--- src/rtl/core_pkg.sv ---
// core_pkg: shared datapath widths, ALU opcodes and forward-select encodings
package core_pkg;
    localparam int XLEN       = 32;
    localparam int REG_ADDR_W = 5;
    typedef enum logic [3:0] {
        ALU_AND = 4'b0000,
        ALU_OR  = 4'b0001,
        ALU_ADD = 4'b0010,
        ALU_SUB = 4'b0011,
        ALU_XOR = 4'b0100,
        ALU_SLL = 4'b0101,
        ALU_SRL = 4'b0110,
        ALU_SLT = 4'b0111
    } alu_op_e;
    typedef enum logic [1:0] {
        FWD_REG   = 2'b00,
        FWD_MEMWB = 2'b01,
        FWD_EXMEM = 2'b10
    } fwd_sel_e;
endpackage

--- src/rtl/ex_forward_unit.sv ---
// ex_forward_unit: picks the freshest source for one register operand
// ports: rs_i (source index), exmem_*/memwb_* (writer enables and indices), sel_o (00 reg, 01 MEM/WB, 10 EX/MEM)
module ex_forward_unit import core_pkg::*; #(
    parameter int REG_ADDR_W = core_pkg::REG_ADDR_W
) (
    input  logic [REG_ADDR_W-1:0] rs_i,
    input  logic                  exmem_reg_write_i,
    input  logic [REG_ADDR_W-1:0] exmem_rd_addr_i,
    input  logic                  memwb_reg_write_i,
    input  logic [REG_ADDR_W-1:0] memwb_rd_addr_i,
    output logic [1:0]            sel_o
);
    logic nz;
    assign nz    = rs_i != '0;
    assign sel_o = (nz && exmem_reg_write_i && exmem_rd_addr_i == rs_i) ? FWD_EXMEM :
                   (nz && memwb_reg_write_i && memwb_rd_addr_i == rs_i) ? FWD_MEMWB : FWD_REG;
endmodule

--- src/rtl/ex_operand_stage.sv ---
// ex_operand_stage: ID/EX pipeline register with operand forwarding and load-use detection
// ports: clk_i/rst_ni, id_* decoded instruction, stall_i/flush_i, exmem_*/memwb_* forward sources,
//        operand1_o/operand2_o/alu_control_o ALU inputs, ex_* registered EX state, load_use_hazard_o
module ex_operand_stage import core_pkg::*; #(
    parameter int XLEN       = core_pkg::XLEN,
    parameter int REG_ADDR_W = core_pkg::REG_ADDR_W
) (
    input  logic                  clk_i,
    input  logic                  rst_ni,
    input  logic                  id_valid_i,
    input  logic [XLEN-1:0]       id_pc_i,
    input  logic [XLEN-1:0]       id_imm_i,
    input  logic [XLEN-1:0]       id_rs1_data_i,
    input  logic [XLEN-1:0]       id_rs2_data_i,
    input  logic [REG_ADDR_W-1:0] id_rs1_addr_i,
    input  logic [REG_ADDR_W-1:0] id_rs2_addr_i,
    input  logic [REG_ADDR_W-1:0] id_rd_addr_i,
    input  logic [3:0]            id_alu_control_i,
    input  logic                  id_alu_src_i,
    input  logic                  id_reg_write_i,
    input  logic                  id_mem_read_i,
    input  logic                  id_mem_write_i,
    input  logic                  stall_i,
    input  logic                  flush_i,
    input  logic                  exmem_reg_write_i,
    input  logic [REG_ADDR_W-1:0] exmem_rd_addr_i,
    input  logic [XLEN-1:0]       exmem_alu_result_i,
    input  logic                  memwb_reg_write_i,
    input  logic [REG_ADDR_W-1:0] memwb_rd_addr_i,
    input  logic [XLEN-1:0]       memwb_result_i,
    output logic [XLEN-1:0]       operand1_o,
    output logic [XLEN-1:0]       operand2_o,
    output logic [3:0]            alu_control_o,
    output logic                  ex_valid_o,
    output logic [XLEN-1:0]       ex_pc_o,
    output logic [XLEN-1:0]       ex_store_data_o,
    output logic [REG_ADDR_W-1:0] ex_rd_addr_o,
    output logic                  ex_reg_write_o,
    output logic                  ex_mem_read_o,
    output logic                  ex_mem_write_o,
    output logic                  load_use_hazard_o
);
    typedef struct packed {
        logic                  valid;
        logic [XLEN-1:0]       pc;
        logic [XLEN-1:0]       imm;
        logic [XLEN-1:0]       rs1_data;
        logic [XLEN-1:0]       rs2_data;
        logic [REG_ADDR_W-1:0] rs1;
        logic [REG_ADDR_W-1:0] rs2;
        logic [REG_ADDR_W-1:0] rd;
        logic [3:0]            alu;
        logic                  alu_src;
        logic                  reg_write;
        logic                  mem_read;
        logic                  mem_write;
    } idex_t;
    idex_t d, q;
    logic [1:0] sel1, sel2;
    logic [XLEN-1:0] rs1_fwd, rs2_fwd;
    assign d = '{valid: id_valid_i, pc: id_pc_i, imm: id_imm_i,
                 rs1_data: id_rs1_data_i, rs2_data: id_rs2_data_i,
                 rs1: id_rs1_addr_i, rs2: id_rs2_addr_i, rd: id_rd_addr_i,
                 alu: id_alu_control_i, alu_src: id_alu_src_i,
                 reg_write: id_reg_write_i & id_valid_i,
                 mem_read: id_mem_read_i & id_valid_i,
                 mem_write: id_mem_write_i & id_valid_i};
    // An all-zero record is the bubble: invalid, no side effects, rd 0, opcode AND.
    always_ff @(posedge clk_i or negedge rst_ni)
        if (!rst_ni)
            q <= '0;
        else if (flush_i)
            q <= '0;
        else if (!stall_i)
            q <= d;
    ex_forward_unit #(.REG_ADDR_W(REG_ADDR_W)) u_fwd1 (
        .rs_i(q.rs1), .exmem_reg_write_i(exmem_reg_write_i), .exmem_rd_addr_i(exmem_rd_addr_i),
        .memwb_reg_write_i(memwb_reg_write_i), .memwb_rd_addr_i(memwb_rd_addr_i), .sel_o(sel1));
    ex_forward_unit #(.REG_ADDR_W(REG_ADDR_W)) u_fwd2 (
        .rs_i(q.rs2), .exmem_reg_write_i(exmem_reg_write_i), .exmem_rd_addr_i(exmem_rd_addr_i),
        .memwb_reg_write_i(memwb_reg_write_i), .memwb_rd_addr_i(memwb_rd_addr_i), .sel_o(sel2));
    assign rs1_fwd = sel1 == FWD_EXMEM ? exmem_alu_result_i : sel1 == FWD_MEMWB ? memwb_result_i : q.rs1_data;
    assign rs2_fwd = sel2 == FWD_EXMEM ? exmem_alu_result_i : sel2 == FWD_MEMWB ? memwb_result_i : q.rs2_data;
    assign operand1_o        = rs1_fwd;
    assign operand2_o        = q.alu_src ? q.imm : rs2_fwd;
    assign ex_store_data_o   = rs2_fwd;
    assign alu_control_o     = q.alu;
    assign ex_valid_o        = q.valid;
    assign ex_pc_o           = q.pc;
    assign ex_rd_addr_o      = q.rd;
    assign ex_reg_write_o    = q.reg_write;
    assign ex_mem_read_o     = q.mem_read;
    assign ex_mem_write_o    = q.mem_write;
    assign load_use_hazard_o = q.valid && q.mem_read && q.rd != '0 && id_valid_i &&
                               (q.rd == id_rs1_addr_i || q.rd == id_rs2_addr_i);
endmodule

--- config.mk ---
export PLATFORM = sky130hd
export DESIGN_NAME = ex_operand_stage
export DESIGN_NICKNAME = d
export VERILOG_FILES = /design/src/rtl/core_pkg.sv /design/src/rtl/ex_forward_unit.sv /design/src/rtl/ex_operand_stage.sv
export SDC_FILE = /design/constraint.sdc
export NUM_CORES = 1
export LEC_CHECK = 0
export CORE_ASPECT_RATIO = 0.7
export CORE_MARGIN = 5
export CORE_UTILIZATION = 43
export DETAILED_ROUTE_END_ITERATION = 8
export PLACE_DENSITY = 0.92
export SYNTH_ARGS = -nofsm -noshare
export SYNTH_HDL_FRONTEND = slang
export SYNTH_SLANG_ARGS = --single-unit
--- constraint.sdc ---
create_clock -name clk_i -period 3.4 [get_ports clk_i]
set_input_delay 0.68 -clock clk_i [delete_from_list [all_inputs] [get_ports clk_i]]
set_output_delay 0.68 -clock clk_i [all_outputs]
set_load 0.01 [all_outputs]
==> impl_metrics.csv <==
group,metric,value,unit
outcome,status,"complete, but fails checks",
outcome,violations,"setup timing",
clock_tree,cts_buffers,17,
drt,routed_via_density,5.82,
global_routing,grt_max_degree,71,
power_and_ir_drop,ir_drop,0.327,mV
drt,postRouteAntennaNets,0,
clock_tree,clk_latency,0.42,ns
floorplanning,fp.dieH,129,um
sta,timing.final.crit_share,1.06,
clock_tree,cts.sinks,152,
drt,wl,40600,um
setup_path,path_depth,8,
setup_path,reg2reg_to,"q[3]",
sta,worstMarginPinSlew,1.15,ns
floorplanning,die-area,0.0233,mm2
layout,most-common-layout-cells,"clkdlybuf4s50_1 (262), mux2i_1 (180), nor2_1 (163)",
clock_tree,htreeDepth,4,
setup_path,endpoint_kind,"output port",
layout,final_layout_size_suffix_gt1_frac,0.266,
layout,layout.nets,1554,
hold_path,hold_class,"primary input to async pin",
setup_path,critPathLaunchType,"register",
floorplanning,rows,43,
sta,finalCriticalPeriod,3.62,ns
sta,setup_tns,-0.666,ns
sta,relSlewSlack,0.235,
setup_path,crit_fanout,6,
drt,num_vias,9354,
setup_path,r2r_slack,1.93,ns
placement,globalplace.congestion,0.962,
setup_path,ff2ff_path_depth,2,
setup_path,crit_path_cell_trace,"or4_4 > or2_4 > buf_4 > nand3_4 > o211ai_1 > a21oi_1 > buf_4 > clkdlybuf4s15_2",
floorplanning,initial_core_util,0.438,
drt,dr.pass1.iters,5,
setup_path,crit_top_cell,"buf_4",
global_routing,first_global_vias,9351,
setup_path,required,2.72,ns
logic_synthesis,ys_warn_count,0,
logic_synthesis,netlist_instances,893,
sta,setup_viol,12,
floorplanning,core,0.0199,mm2
clock_tree,cts-root-buf,"clkbuf_16",
floorplanning,ios,374,
placement,portBuffers,373,
clock_tree,clkTransAtPathRegs,0.07,ns
setup_path,r2r_start,"q[3]",
placement,pre_cts_slack,-0.445,ns
sta,drv_slew,0,
global_routing,grt_overflow,0,
layout,fillers,1261,
global_routing,antenna_found_initial,6,
logic_synthesis,netlist_area,0.00873,mm2
layout,final_common_cell,"clkdlybuf4s50_1",
setup_path,crit_family,"simple AND/OR/NAND/NOR gates",
sta,fin_ws,-0.218,ns
sta,clock_skew,0,ns
global_routing,grt_pass1_wl,56200,um
setup_path,critPathBufInv,3,
setup_path,crit_start,"q[15]",
drt,drcViolationCount,0,
setup_path,max_stage_delay,0.57,ns
global_routing,grtUsageTotal,0.311,
setup_path,path_class,"register to output port",
power_and_ir_drop,power_leakage,6.73,nW
setup_path,slowest_stage,"or4_4",
power_and_ir_drop,finalPower,5.59,mW
floorplanning,die_x,180,um
logic_synthesis,synth_cell_types,35,
layout,area_delta_synth_final,70.0,%
drt,wl_per_cell,25.2,um
sta,hold_viol,0,
power_and_ir_drop,power_density,377,mW/mm2
setup_path,worstSetupEndpoint,"operand2_o[13]",
logic_synthesis,postSynthAreaPerCell,9.77,um2
sta,rsz0062_at_grt,"yes",
placement,detailed_place_hpwl,26800,um
logic_synthesis,yosysSeqAreaShare,0.436,
run,maxCapViolCount,0,
layout,postLayoutCoreUtil,0.745,
clock_tree,ctsHoldBuffers,0,
clock_tree,clockBufferDepth,2,
logic_synthesis,synth-seq-cells,152,
setup_path,arrival,2.94,ns
sta,fmax,0.276,GHz
clock_tree,cts_tree,"done",
logic_synthesis,syn-num-nets,1125,
drt,drtIter0Drc,1031,
how the worst min path moves through the flow:
stage	startpoint	endpoint	depth (start not counted)
global placement	ex_reg_write_o	ex_reg_write_o	2
detailed placement	ex_reg_write_o	ex_reg_write_o	2
global route	rst_ni	ex_pc_o[11]	1
floorplan	rst_ni	alu_control_o[0]	0
finish	rst_ni	ex_pc_o[26]	1
CTS	rst_ni	ex_pc_o[11]	1
area by class of cell:
cell class	instances	area [um2]	share of cell area
clock inverters	13	194	0.0131
clock buffers	19	433	0.0292
multi-input cells	630	4950	0.334
repair buffers	521	5110	0.344
diodes	3	7.51	0.000506
flip-flops and latches	152	3810	0.257
well taps	270	338	0.0228
state kept, by name, indices dropped and copies added (netlist names):
register and cells:
ex_reg_write_o 1, ex_valid_o 1, ex_mem_write_o 1, ex_mem_read_o 1, ex_pc_o 32, q 107
alu_control_o 4, ex_rd_addr_o 5
worst reg2reg max path, stage by stage, from the launching register on:
cell	delay, ns
dfrtp_2	1.09
mux2i_1	0.17
nor2_1	0.13
routing by layer:
metal	vias to the layer above	global-route usage	share of wire
met5	-	0	0.0012
met4	6	0.126	0.041
met3	134	0.0929	0.10
met2	643	0.513	0.48
met1	4590	0.388	0.38
li1	3981	-	-
where the power goes:
group	internal (mW)	leakage, nW	switching (mW)
registers	1.91	2.02	0.0945
logic	0.806	4.42	0.709
clock network	1.24	0.297	0.830
cell families (layout without fill, tap and decap cells):
group,after synthesis,in the layout,share of synthesized area
muxes,208,208,0.242
other,0,3,0
buffers and inverters,111,553,0.0703
xor gates and xnor gates,30,30,0.0301
and+or+nand+nor,287,287,0.144
DFF,152,152,0.436
AOI/OAI and AO/OA,105,105,0.0773
per-stage QoR:
stage | std cells | hold WS [ns] | instance area [um2]
global placement | 1529 | 0.497 | 13200
floorplan | 893 | 0.384 | 8730
global route | 1608 | 0.278 | 14800
detailed placement | 1529 | 0.505 | 13200
finish | 1608 | 0.248 | 14800
CTS | 1585 | 0.263 | 14400
Yosys cell counts, drive strengths merged:
cell type  instances  area, um2
buf               64        437
o211ai             2       20.0
dfrtp            152       3800
nand4             28        175
nor4               5       43.8
nor2b              1       6.26
and3               4       25.0
or4                3       26.3
clkbuf            47        176
nor3              26        130
a31oi             27        169
o31ai             31        233
mux2i            181       1810
and2               1       6.26
o2111ai            1       8.76
mux2              27        304
a31o               1       8.76
or2                1       6.26
nand3              6       30.0
nor2             167        629
a221oi             4       35.0
xor2              10       87.6
nand2             43        161
o211a              1       10.0
and4               2       17.5
xnor2             20        175
a21oi              6       30.0
o21ai             32        160
timing repair:
action | in CTS | in global routing
cloned | 6 | 3
hold endpoints to repair | 0 | 0
pin swaps | 29 | 39
buffers inserted | 18 | 23
setup endpoints to repair | 96 | 85
resized for setup | 281 | 155
No activity file was read; power rests on OpenSTA's default activity.
